File: src/rtl/demux_pkg.sv
// rtl/demux_pkg.sv - shared types and helpers for the 1-to-4 demux family
package demux_pkg;
  typedef enum logic {IDLE, SEND} state_t;

  localparam int NOUT = 4;

  // Destination k drives bit 3-k, so index 0 maps to the MSB.
  function automatic logic [3:0] idx2onehot(input logic [1:0] k);
    return 4'b1000 >> k;
  endfunction
endpackage

File: src/rtl/demux_sched_if.sv
// rtl/demux_sched_if.sv - upstream and fan-out handshake bundle for demux_sched
interface demux_sched_if #(parameter int W = 8);
  logic         in_valid;
  logic         in_ready;
  logic [W-1:0] in_data;
  logic [3:0]   out_valid;
  logic [3:0]   out_ready;
  logic [W-1:0] out_data;

  modport master (
    output in_valid, in_data, out_ready,
    input  in_ready, out_valid, out_data
  );

  modport slave (
    input  in_valid, in_data, out_ready,
    output in_ready, out_valid, out_data
  );
endinterface

File: src/rtl/rr_pick.sv
// rtl/rr_pick.sv - rotate-priority picker: first enabled index after ptr
module rr_pick
  import demux_pkg::*;
(
  input  logic [3:0] en,
  input  logic [1:0] ptr,
  output logic [1:0] k,
  output logic       any
);
  logic [1:0] j;

  // Scan from farthest to nearest so the nearest enabled index wins.
  always_comb begin
    k   = '0;
    any = 1'b0;
    j   = '0;
    for (int i = NOUT; i >= 1; i--) begin
      j = ptr + 2'(i);
      if (en[2'd3 - j]) begin
        k   = j;
        any = 1'b1;
      end
    end
  end
endmodule

File: src/rtl/demux_sched.sv
// rtl/demux_sched.sv - registered 1-to-4 dispatch with round-robin/directed select and timeout drop
module demux_sched
  import demux_pkg::*;
#(
  parameter int W       = 8,
  parameter int TIMEOUT = 15
) (
  input  logic         clk,
  input  logic         rst,
  input  logic         mode,
  input  logic [1:0]   s,
  input  logic [3:0]   en,
  demux_sched_if.slave bus,
  output logic         drop,
  output logic         busy
);
  localparam logic [7:0] CNT_LAST = 8'(TIMEOUT - 1);

  state_t       state, state_nx;
  logic [1:0]   k_q, k_nx, ptr_q, ptr_nx, pick_ptr, rr_k, new_k;
  logic [7:0]   cnt_q, cnt_nx;
  logic [3:0]   ov_q;
  logic [W-1:0] data_q;
  logic         drop_q, drop_nx, busy_q, load, rr_any, new_ok, accept, xfer;

  // A transfer this cycle moves ptr to k, so the next pick already starts from k.
  assign pick_ptr = (state == SEND) ? k_q : ptr_q;

  rr_pick u_pick (.en(en), .ptr(pick_ptr), .k(rr_k), .any(rr_any));

  assign new_k        = mode ? s : rr_k;
  assign new_ok       = mode ? en[2'd3 - s] : rr_any;
  assign xfer         = (state == SEND) && bus.out_ready[2'd3 - k_q];
  assign bus.in_ready = (state == IDLE) ? (mode || (en != 4'b0000))
                                        : bus.out_ready[2'd3 - k_q];
  assign accept       = bus.in_valid && bus.in_ready;

  always_comb begin
    state_nx = state;
    k_nx     = k_q;
    ptr_nx   = ptr_q;
    cnt_nx   = cnt_q;
    drop_nx  = 1'b0;
    load     = 1'b0;
    case (state)
      IDLE: begin
        if (accept) begin
          load = 1'b1;
          if (new_ok) begin
            state_nx = SEND;
            k_nx     = new_k;
            cnt_nx   = '0;
          end else begin
            drop_nx = 1'b1;
          end
        end
      end
      SEND: begin
        if (xfer) begin
          ptr_nx = k_q;
          cnt_nx = '0;
          if (accept && new_ok) begin
            load = 1'b1;
            k_nx = new_k;
          end else begin
            state_nx = IDLE;
            if (accept) begin
              load    = 1'b1;
              drop_nx = 1'b1;
            end
          end
        end else if (cnt_q == CNT_LAST) begin
          state_nx = IDLE;
          drop_nx  = 1'b1;
          ptr_nx   = k_q;
          cnt_nx   = '0;
        end else begin
          cnt_nx = cnt_q + 8'd1;
        end
      end
      default: state_nx = IDLE;
    endcase
  end

  always_ff @(posedge clk or posedge rst) begin
    if (rst) begin
      state  <= IDLE;
      k_q    <= '0;
      ptr_q  <= 2'd3;
      cnt_q  <= '0;
      ov_q   <= '0;
      data_q <= '0;
      drop_q <= 1'b0;
      busy_q <= 1'b0;
    end else begin
      state  <= state_nx;
      k_q    <= k_nx;
      ptr_q  <= ptr_nx;
      cnt_q  <= cnt_nx;
      ov_q   <= (state_nx == SEND) ? idx2onehot(k_nx) : 4'b0000;
      drop_q <= drop_nx;
      busy_q <= (state_nx == SEND);
      if (load) data_q <= bus.in_data;
    end
  end

  assign bus.out_valid = ov_q;
  assign bus.out_data  = data_q;
  assign drop          = drop_q;
  assign busy          = busy_q;
endmodule

File: src/flat_wrapper.sv
// flat-port wrapper written by rule: the top's interface ports become plain ports
module demux_sched_flat import demux_pkg::*;
#(
  parameter int W       = 8,
  parameter int TIMEOUT = 15
)
  (clk, rst, mode, s, en, drop, busy, bus_in_valid, bus_in_data, bus_out_ready, bus_in_ready, bus_out_valid, bus_out_data);
  demux_sched_if #(.W(W)) bus_i ();
  input  logic clk;
  input  logic rst;
  input  logic mode;
  input  logic [1:0] s;
  input  logic [3:0] en;
  output logic drop;
  output logic busy;
  input wire logic [$bits(bus_i.in_valid)-1:0] bus_in_valid;
  input wire logic [$bits(bus_i.in_data)-1:0] bus_in_data;
  input wire logic [$bits(bus_i.out_ready)-1:0] bus_out_ready;
  output wire logic [$bits(bus_i.in_ready)-1:0] bus_in_ready;
  output wire logic [$bits(bus_i.out_valid)-1:0] bus_out_valid;
  output wire logic [$bits(bus_i.out_data)-1:0] bus_out_data;
  assign bus_i.in_valid = bus_in_valid;
  assign bus_i.in_data = bus_in_data;
  assign bus_i.out_ready = bus_out_ready;
  assign bus_in_ready = bus_i.in_ready;
  assign bus_out_valid = bus_i.out_valid;
  assign bus_out_data = bus_i.out_data;
  demux_sched #(.W(W), .TIMEOUT(TIMEOUT)) u_core (.clk(clk), .rst(rst), .mode(mode), .s(s), .en(en), .bus(bus_i), .drop(drop), .busy(busy));
endmodule
File: config.mk
export PLATFORM = sky130hd
export DESIGN_NAME = demux_sched_flat
export DESIGN_NICKNAME = d
export VERILOG_FILES = /design/src/rtl/demux_pkg.sv /design/src/rtl/demux_sched_if.sv /design/src/rtl/rr_pick.sv /design/src/rtl/demux_sched.sv /design/src/flat_wrapper.sv
export SDC_FILE = /design/constraint.sdc
export NUM_CORES = 1
export LEC_CHECK = 0
export CAP_MARGIN = 40
export CORE_ASPECT_RATIO = 0.7
export CORE_MARGIN = 4
export CORE_UTILIZATION = 40
export DETAILED_ROUTE_END_ITERATION = 10
export PLACE_DENSITY = 0.69
export SYNTH_ARGS = -nofsm -noshare
export SYNTH_HDL_FRONTEND = slang
export SYNTH_SLANG_ARGS = --single-unit
File: constraint.sdc
create_clock -name clk -period 2.35 [get_ports clk]
set_input_delay 0.47 -clock clk [delete_from_list [all_inputs] [get_ports clk]]
set_output_delay 0.47 -clock clk [all_outputs]
set_load 0.005 [all_outputs]
==> impl_metrics.yaml, run 1 <==
logic_synthesis:
  synth-simple-area-share: 0.175
  synthCells: 149
  avgSynthCellArea_sq_um: 10.0
  synth-compound-area-share: 0.195
  ys.flop_type: "dfrtp_1"
  synth_area_leaders: "dfrtp_1, mux2_2, o21ai_0, dfstp_2, nand2_1"
  ys_ff_latch: 26
  seq_area_frac_synth: 0.436
  synth_mux_area_frac: 0.134
  synth_top_family_by_area: "compound AO/OA/AOI/OAI gates"
  synth_area_sq_um: 1500
  syn_nets: 173
  synth_cell_type_count: 44
  synth_top_area_cell: "dfrtp_1"
  ys_top_cells_by_count: "dfrtp_1, o21ai_0, mux2_2, nand2_1, nor2_1"
  synth-async-reset-ratio: 1.00
  ys_warn_count: 0
  synth-xor-area-share: 0.0176
  synth.most_common_cell: "dfrtp_1"
  synth-edff-count: 0
  synth_fa_ha_area_frac: 0.0167
  synth.top_cell.area_share: 0.401
sta:
  post-route-min-period_ns: 2.17
  fin_ws_ns: 0.179
  period_share: 0.924
  max_freq_mhz: 461
  grt_setup_unrepaired: "false"
  whs_ns: 0.502
  slew_violations: 0
  tns_ns: 0
  relSlewSlack: 0.641
  setup_viol: 0
  fin_worst_skew_ns: 0.00909
  final-hold-violation-count: 0
  tightest_slew_ns: 0.532
setup_path:
  crit_fanout: 2
  cp_slowest_cell: "clkdlybuf4s50_1"
  cp_slowest_stage_delay_ns: 0.42
  arrival_ns: 1.70
  crit_path_cell_trace: "clkdlybuf4s50_1 > mux2_2 > o22ai_2 > a31oi_1 > dlygate4sd2_1"
  critPathTopFamily: "buffers and inverters"
  cp.buffers_inverters: 2
  cp-end-kind: "primary output"
  cp.required_ns: 1.88
  crit_type: "input pin to primary output"
  critPathLaunchType: "input pin"
route:
  drtPass1Iterations: 4
  via_per_inst: 5.38
  wl_per_cell_um: 14.5
  final_antenna_net_count: 0
  drc: 0
  vias: 1346
  drt_iter0_markers: 77
  wl_um: 3610
global_routing:
  antenna_found_initial: 0
  grt_max_degree: 27
  grt.total_usage: 0.164
  grt_pass1_vias: 1348
  grt_pass1_wl_um: 6130
  overflow: 0
clock_network:
  cts_tree: "yes"
  clockBufferDepth: 2
  cts_setup_buffers: 0
  root_buffer: "clkbuf_8"
  cts.sinks: 26
  clk_pin_slew_ns: 0.08
  clock_latency_ns: 0.27
  cts_inserted_buffers: 3
  htree_num_levels: 1
  hold_buffers: 0
job:
  cap_viol_max_count: 0
power:
  power-per-cell-area_nw_per_um2: 1060
  leakage_nw: 0.881
  peakVddDrop_v: 0.000468
  totalPowerFinal_w: 0.00223
final_layout:
  drive_gt1_frac: 0.205
  nets: 225
  area_growth_pct: 40.0
  num_antenna_cells: 0
die:
  fp-row-count: 18
  ios: 37
  core-area_sq_um: 3560
  die-area_sq_um: 4800
  fp.dieW_um: 81.1
  die_h_um: 59.2
  start_util: 0.421
min_path:
  hold_path.class: "register to register"
outcome:
  status: "completed"
placement:
  hpwlAfterDp_um: 2910
  place_ws_ns: -0.186
  port_buffers: 36
  gp_congestion: 0.981
path summary, 6_finish.rpt:
kind | start | endpoint | slack (ns) | cells after the start
max | bus_out_ready[1] | bus_in_ready | 0.18 | 5
min | u_core.cnt_q[3] | u_core.cnt_q[3] | 0.50 | 1
max reg2reg | u_core.state | u_core.bus.out_valid[3] | 0.30 | 5
min reg2reg | u_core.cnt_q[3] | u_core.cnt_q[3] | 0.50 | 1
max in group asynchronous | rst | u_core.ptr_q[0] | 1.50 | 3
min in group asynchronous | rst | u_core.bus.out_data[1] | 0.55 | 3
state kept, by name, indices dropped and copies added, names as in the netlist:
signal	count
u_core.k_q	2
u_core.drop	1
u_core.bus.out_data	8
u_core.cnt_q	8
u_core.bus.out_valid	4
u_core.ptr_q	2
u_core.state	1
per-layer routing:
layer	routed length, um	track usage	vias up	part of all wire
met1	1670	0.220	655	0.46
li1	-	-	652	-
met2	1710	0.271	35	0.47
met3	203	0.0441	4	0.056
met5	0	0	-	0
met4	25	0.0313	0	0.0069
timing repair:
item / 4_1_cts / 5_1_grt
resized for setup: 2 / 1
setup endpoints to repair: 1 / 2
pin swaps: 1 / 0
cell type report:
cell class	instances	area (sq um)
flip-flops and latches	26	653
fillers	303	1460
multi-input cells	114	817
repair buffers	51	472
clock inverters	1	30.0
well taps	50	62.6
inverters	5	18.8
clock buffers	3	41.3
kinds of logic (layout without fill, tap and decap cells):
group / after synthesis / count (layout)
multiplexers: 17 / 17
buffers and inverters: 9 / 60
flip-flops: 26 / 26
adder cells (fa/ha/maj): 2 / 2
XOR/XNOR: 3 / 3
AND/OR/NAND/NOR: 50 / 50
AO/OA/AOI/OAI: 42 / 42
where the power goes:
part,total [W],leakage [nW],switching [W],internal [W]
Clock,0.000365,0.0357,0.000137,0.000228
Sequential,0.000754,0.326,0.000141,0.000613
Combinational,0.00111,0.519,0.000492,0.000618
worst register-to-register path: cells and delay by family, from the launching register on:
family	cells	cell delay, ns
AOI/OAI and AO/OA	4	0.89
muxes	1	0.42
DFF	1	0.64
stage by stage:
step / area (sq um) / util / instances
detailed placement: 2010 / 0.565 / 246
finish: 2090 / 0.589 / 250
CTS: 2090 / 0.587 / 250
global route: 2090 / 0.589 / 250
floorplan: 1500 / - / 149
global placement: 2010 / 0.565 / 246
cell usage in the layout, fill, tap and decap left out, types with 4 or more instances in the layout:
| cell type | instances |
|---|---|
| buf_4 | 15 |
| mux2_2 | 14 |
| dfrtp_1 | 24 |
| nor2_1 | 9 |
| nand2_1 | 14 |
| o21ai_0 | 16 |
| clkdlybuf4s50_1 | 35 |
| nor2b_1 | 6 |
| nand3_1 | 4 |
| inv_1 | 5 |
Note: power is estimated with default switching activity, not from simulation.
==> run 2, diff against run 1 <==
--- a/config.mk
+++ b/config.mk
@@ -8,9 +8,10 @@
 export CAP_MARGIN = 40
 export CORE_ASPECT_RATIO = 0.7
 export CORE_MARGIN = 4
-export CORE_UTILIZATION = 40
+export CORE_UTILIZATION = 30
 export DETAILED_ROUTE_END_ITERATION = 10
-export PLACE_DENSITY = 0.69
+export PLACE_DENSITY = 0.55
 export SYNTH_ARGS = -nofsm -noshare
 export SYNTH_HDL_FRONTEND = slang
+export SYNTH_HIERARCHICAL = 1
 export SYNTH_SLANG_ARGS = --single-unit
==> impl_metrics.yaml, run 2 <==
min_path:
  hold_path_end: "u_core/ptr_q[1]"
  whs_path_depth: 2
  hold_start: "u_core/ptr_q[1]"
  hold_path.class: "register to register"
sta:
  final-hold-violation-count: 0
  setup_viol: 0
  tightest_slew_ns: 0.500
  fin_worst_skew_ns: 0.00607
  period_share: 0.985
  max_freq_mhz: 432
  tns_ns: 0
  post-route-min-period_ns: 2.32
  grt_setup_unrepaired: "false"
  slew_violations: 0
  relSlewSlack: 0.666
  fin_ws_ns: 0.0344
setup_path:
  cp_slowest_cell: "or4_4"
  cp-end-kind: "primary output"
  r2r_end: "u_core/cnt_q[1]"
  cp.required_ns: 1.88
  crit_fanout: 2
  rr_startpoint: "u_core/busy"
  crit_type: "input pin to primary output"
  ff2ff_path_depth: 6
  cp_slowest_stage_delay_ns: 0.51
  critPathLaunchType: "input pin"
  arrival_ns: 1.85
  crit_path_cell_trace: "clkdlybuf4s50_1 > or4_4 > nor3_2 > nor2_1 > dlygate4sd2_1"
  ff2ff_setup_slack_ns: 0.24
power:
  seq_power_share: 0.345
  peakVddDrop_v: 0.000505
  leakage_nw: 0.920
  totalPowerFinal_w: 0.00207
  p_switching_w: 0.000694
  power-per-cell-area_nw_per_um2: 952
  switching_share: 0.336
  p_int_w: 0.00137
  pwr-share-comb: 0.471
  p_clk_frac: 0.183
die:
  fp.dieW_um: 93.3
  die-area_sq_um: 6310
  die_h_um: 67.7
  ios: 37
  core-area_sq_um: 4860
  fp-row-count: 21
  start_util: 0.314
logic_synthesis:
  synth-async-reset-ratio: 1.00
  synthCells: 144
  synth.top_cell.area_share: 0.393
  synth_area_leaders: "dfrtp_1, mux2_2, mux2i_1, o21ai_0, dfstp_2"
  synth-edff-count: 0
  ys_top_cells_by_count: "dfrtp_1, mux2_2, o21ai_0"
  ys.flop_type: "dfrtp_1"
  synth_area_sq_um: 1530
  seq_area_frac_synth: 0.428
  syn_nets: 168
  ys_warn_count: 6
  synth.most_common_cell: "dfrtp_1"
  synth_cell_type_count: 44
  ys_ff_latch: 26
  synth_top_area_cell: "dfrtp_1"
  avgSynthCellArea_sq_um: 10.6
clock_network:
  cts_setup_buffers: 0
  htree_num_levels: 1
  clk_pin_slew_ns: 0.09
  cts.sinks: 26
  cts_inserted_buffers: 3
  clock_latency_ns: 0.28
  clockBufferDepth: 2
  root_buffer: "clkbuf_8"
  cts_tree: "yes"
  hold_buffers: 0
global_routing:
  overflow: 0
  grt.total_usage: 0.132
  grt_max_degree: 27
  grt_pass1_vias: 1244
  grt_pass1_wl_um: 6510
  antenna_found_initial: 0
final_layout:
  area_growth_pct: 42.2
  final_cell_mix: "clkdlybuf4s50_1, dfrtp_1, buf_4"
  nets: 225
  final_common_cell: "clkdlybuf4s50_1"
  num_antenna_cells: 0
  drive_gt1_frac: 0.255
route:
  wl_um: 4010
  wl_per_cell_um: 14.9
  vias: 1314
  drtPass1Iterations: 4
  drt_iter0_markers: 150
  via_per_inst: 4.88
  drc: 0
  final_antenna_net_count: 0
placement:
  port_buffers: 36
  gp_congestion: 0.836
  hpwlAfterDp_um: 3140
  place_ws_ns: -0.212
outcome:
  status: "completed"
job:
  cap_viol_max_count: 0
run 2: worst max-delay path, delay by kind of cell:
kind | cells | cell delay, ns
buf+inv | 2 | 0.70
simple gates | 3 | 0.68
run 2: cell type report:
type	count	area [sq um]
multi-input cells	104	808
repair buffers	57	518
flip-flops and latches	26	653
clock buffers	3	41.3
fillers	459	2690
inverters	9	33.8
clock inverters	1	30.0
well taps	69	86.3
run 2: through the flow:
step | instance area, sq um | instances | hold WS (ns) | util
floorplan | 1530 | 144 | 0.455 | -
global placement | 2090 | 264 | 0.484 | 0.429
detailed placement | 2090 | 265 | 0.484 | 0.431
CTS | 2170 | 269 | 0.498 | 0.446
global route | 2170 | 269 | 0.526 | 0.447
finish | 2170 | 269 | 0.504 | 0.447
run 2: kinds of logic after synthesis:
group,count (synthesis),synth area share
and+or+nand+nor,46,0.167
AOI/OAI and AO/OA,34,0.180
DFF,26,0.428
muxes,22,0.163
buffers and inverters,14,0.0459
adders and majority gates,2,0.0164
run 2: worst max-delay path by stage:
stage,startpoint,to,slack (ns),depth (start not counted)
final,mode,bus_in_ready,0.03,5
after global placement,mode,u_core/k_q[0],-0.22,6
after detailed placement,mode,bus_in_ready,-0.21,5
after CTS,mode,bus_in_ready,0.03,5
after floorplan,u_core/ptr_q[1],u_core/bus.out_valid[0],0.41,8
after global routing,mode,bus_in_ready,0.004,5
run 2: power by group through the flow:
| stage | sequential (W) | clock [W] | combinational, W |
|---|---|---|---|
| final | 0.000713 | 0.000379 | 0.000974 |
| after global routing | 0.000740 | 0.000407 | 0.00107 |
| after CTS | 0.000714 | 0.000394 | 0.000978 |
| after detailed placement | 0.000722 | 0 | 0.000980 |
| after global placement | 0.000716 | 0 | 0.000960 |
| after floorplan | 0.000695 | 0 | 0.000558 |
run 2: per-layer routing:
layer,part of all wire,GRT usage,up-vias,wire length [um]
li1,-,-,630,-
met1,0.50,0.192,633,2010
met3,0.058,0.0245,2,234
met4,0.0035,0.0420,0,14
met2,0.44,0.197,49,1750
met5,0,0,-,0
run 2: repair_timing:
action	4_1_cts	5_1_grt
resized for setup	3	2
pin swaps	1	0
endpoints found under the setup margin	1	2
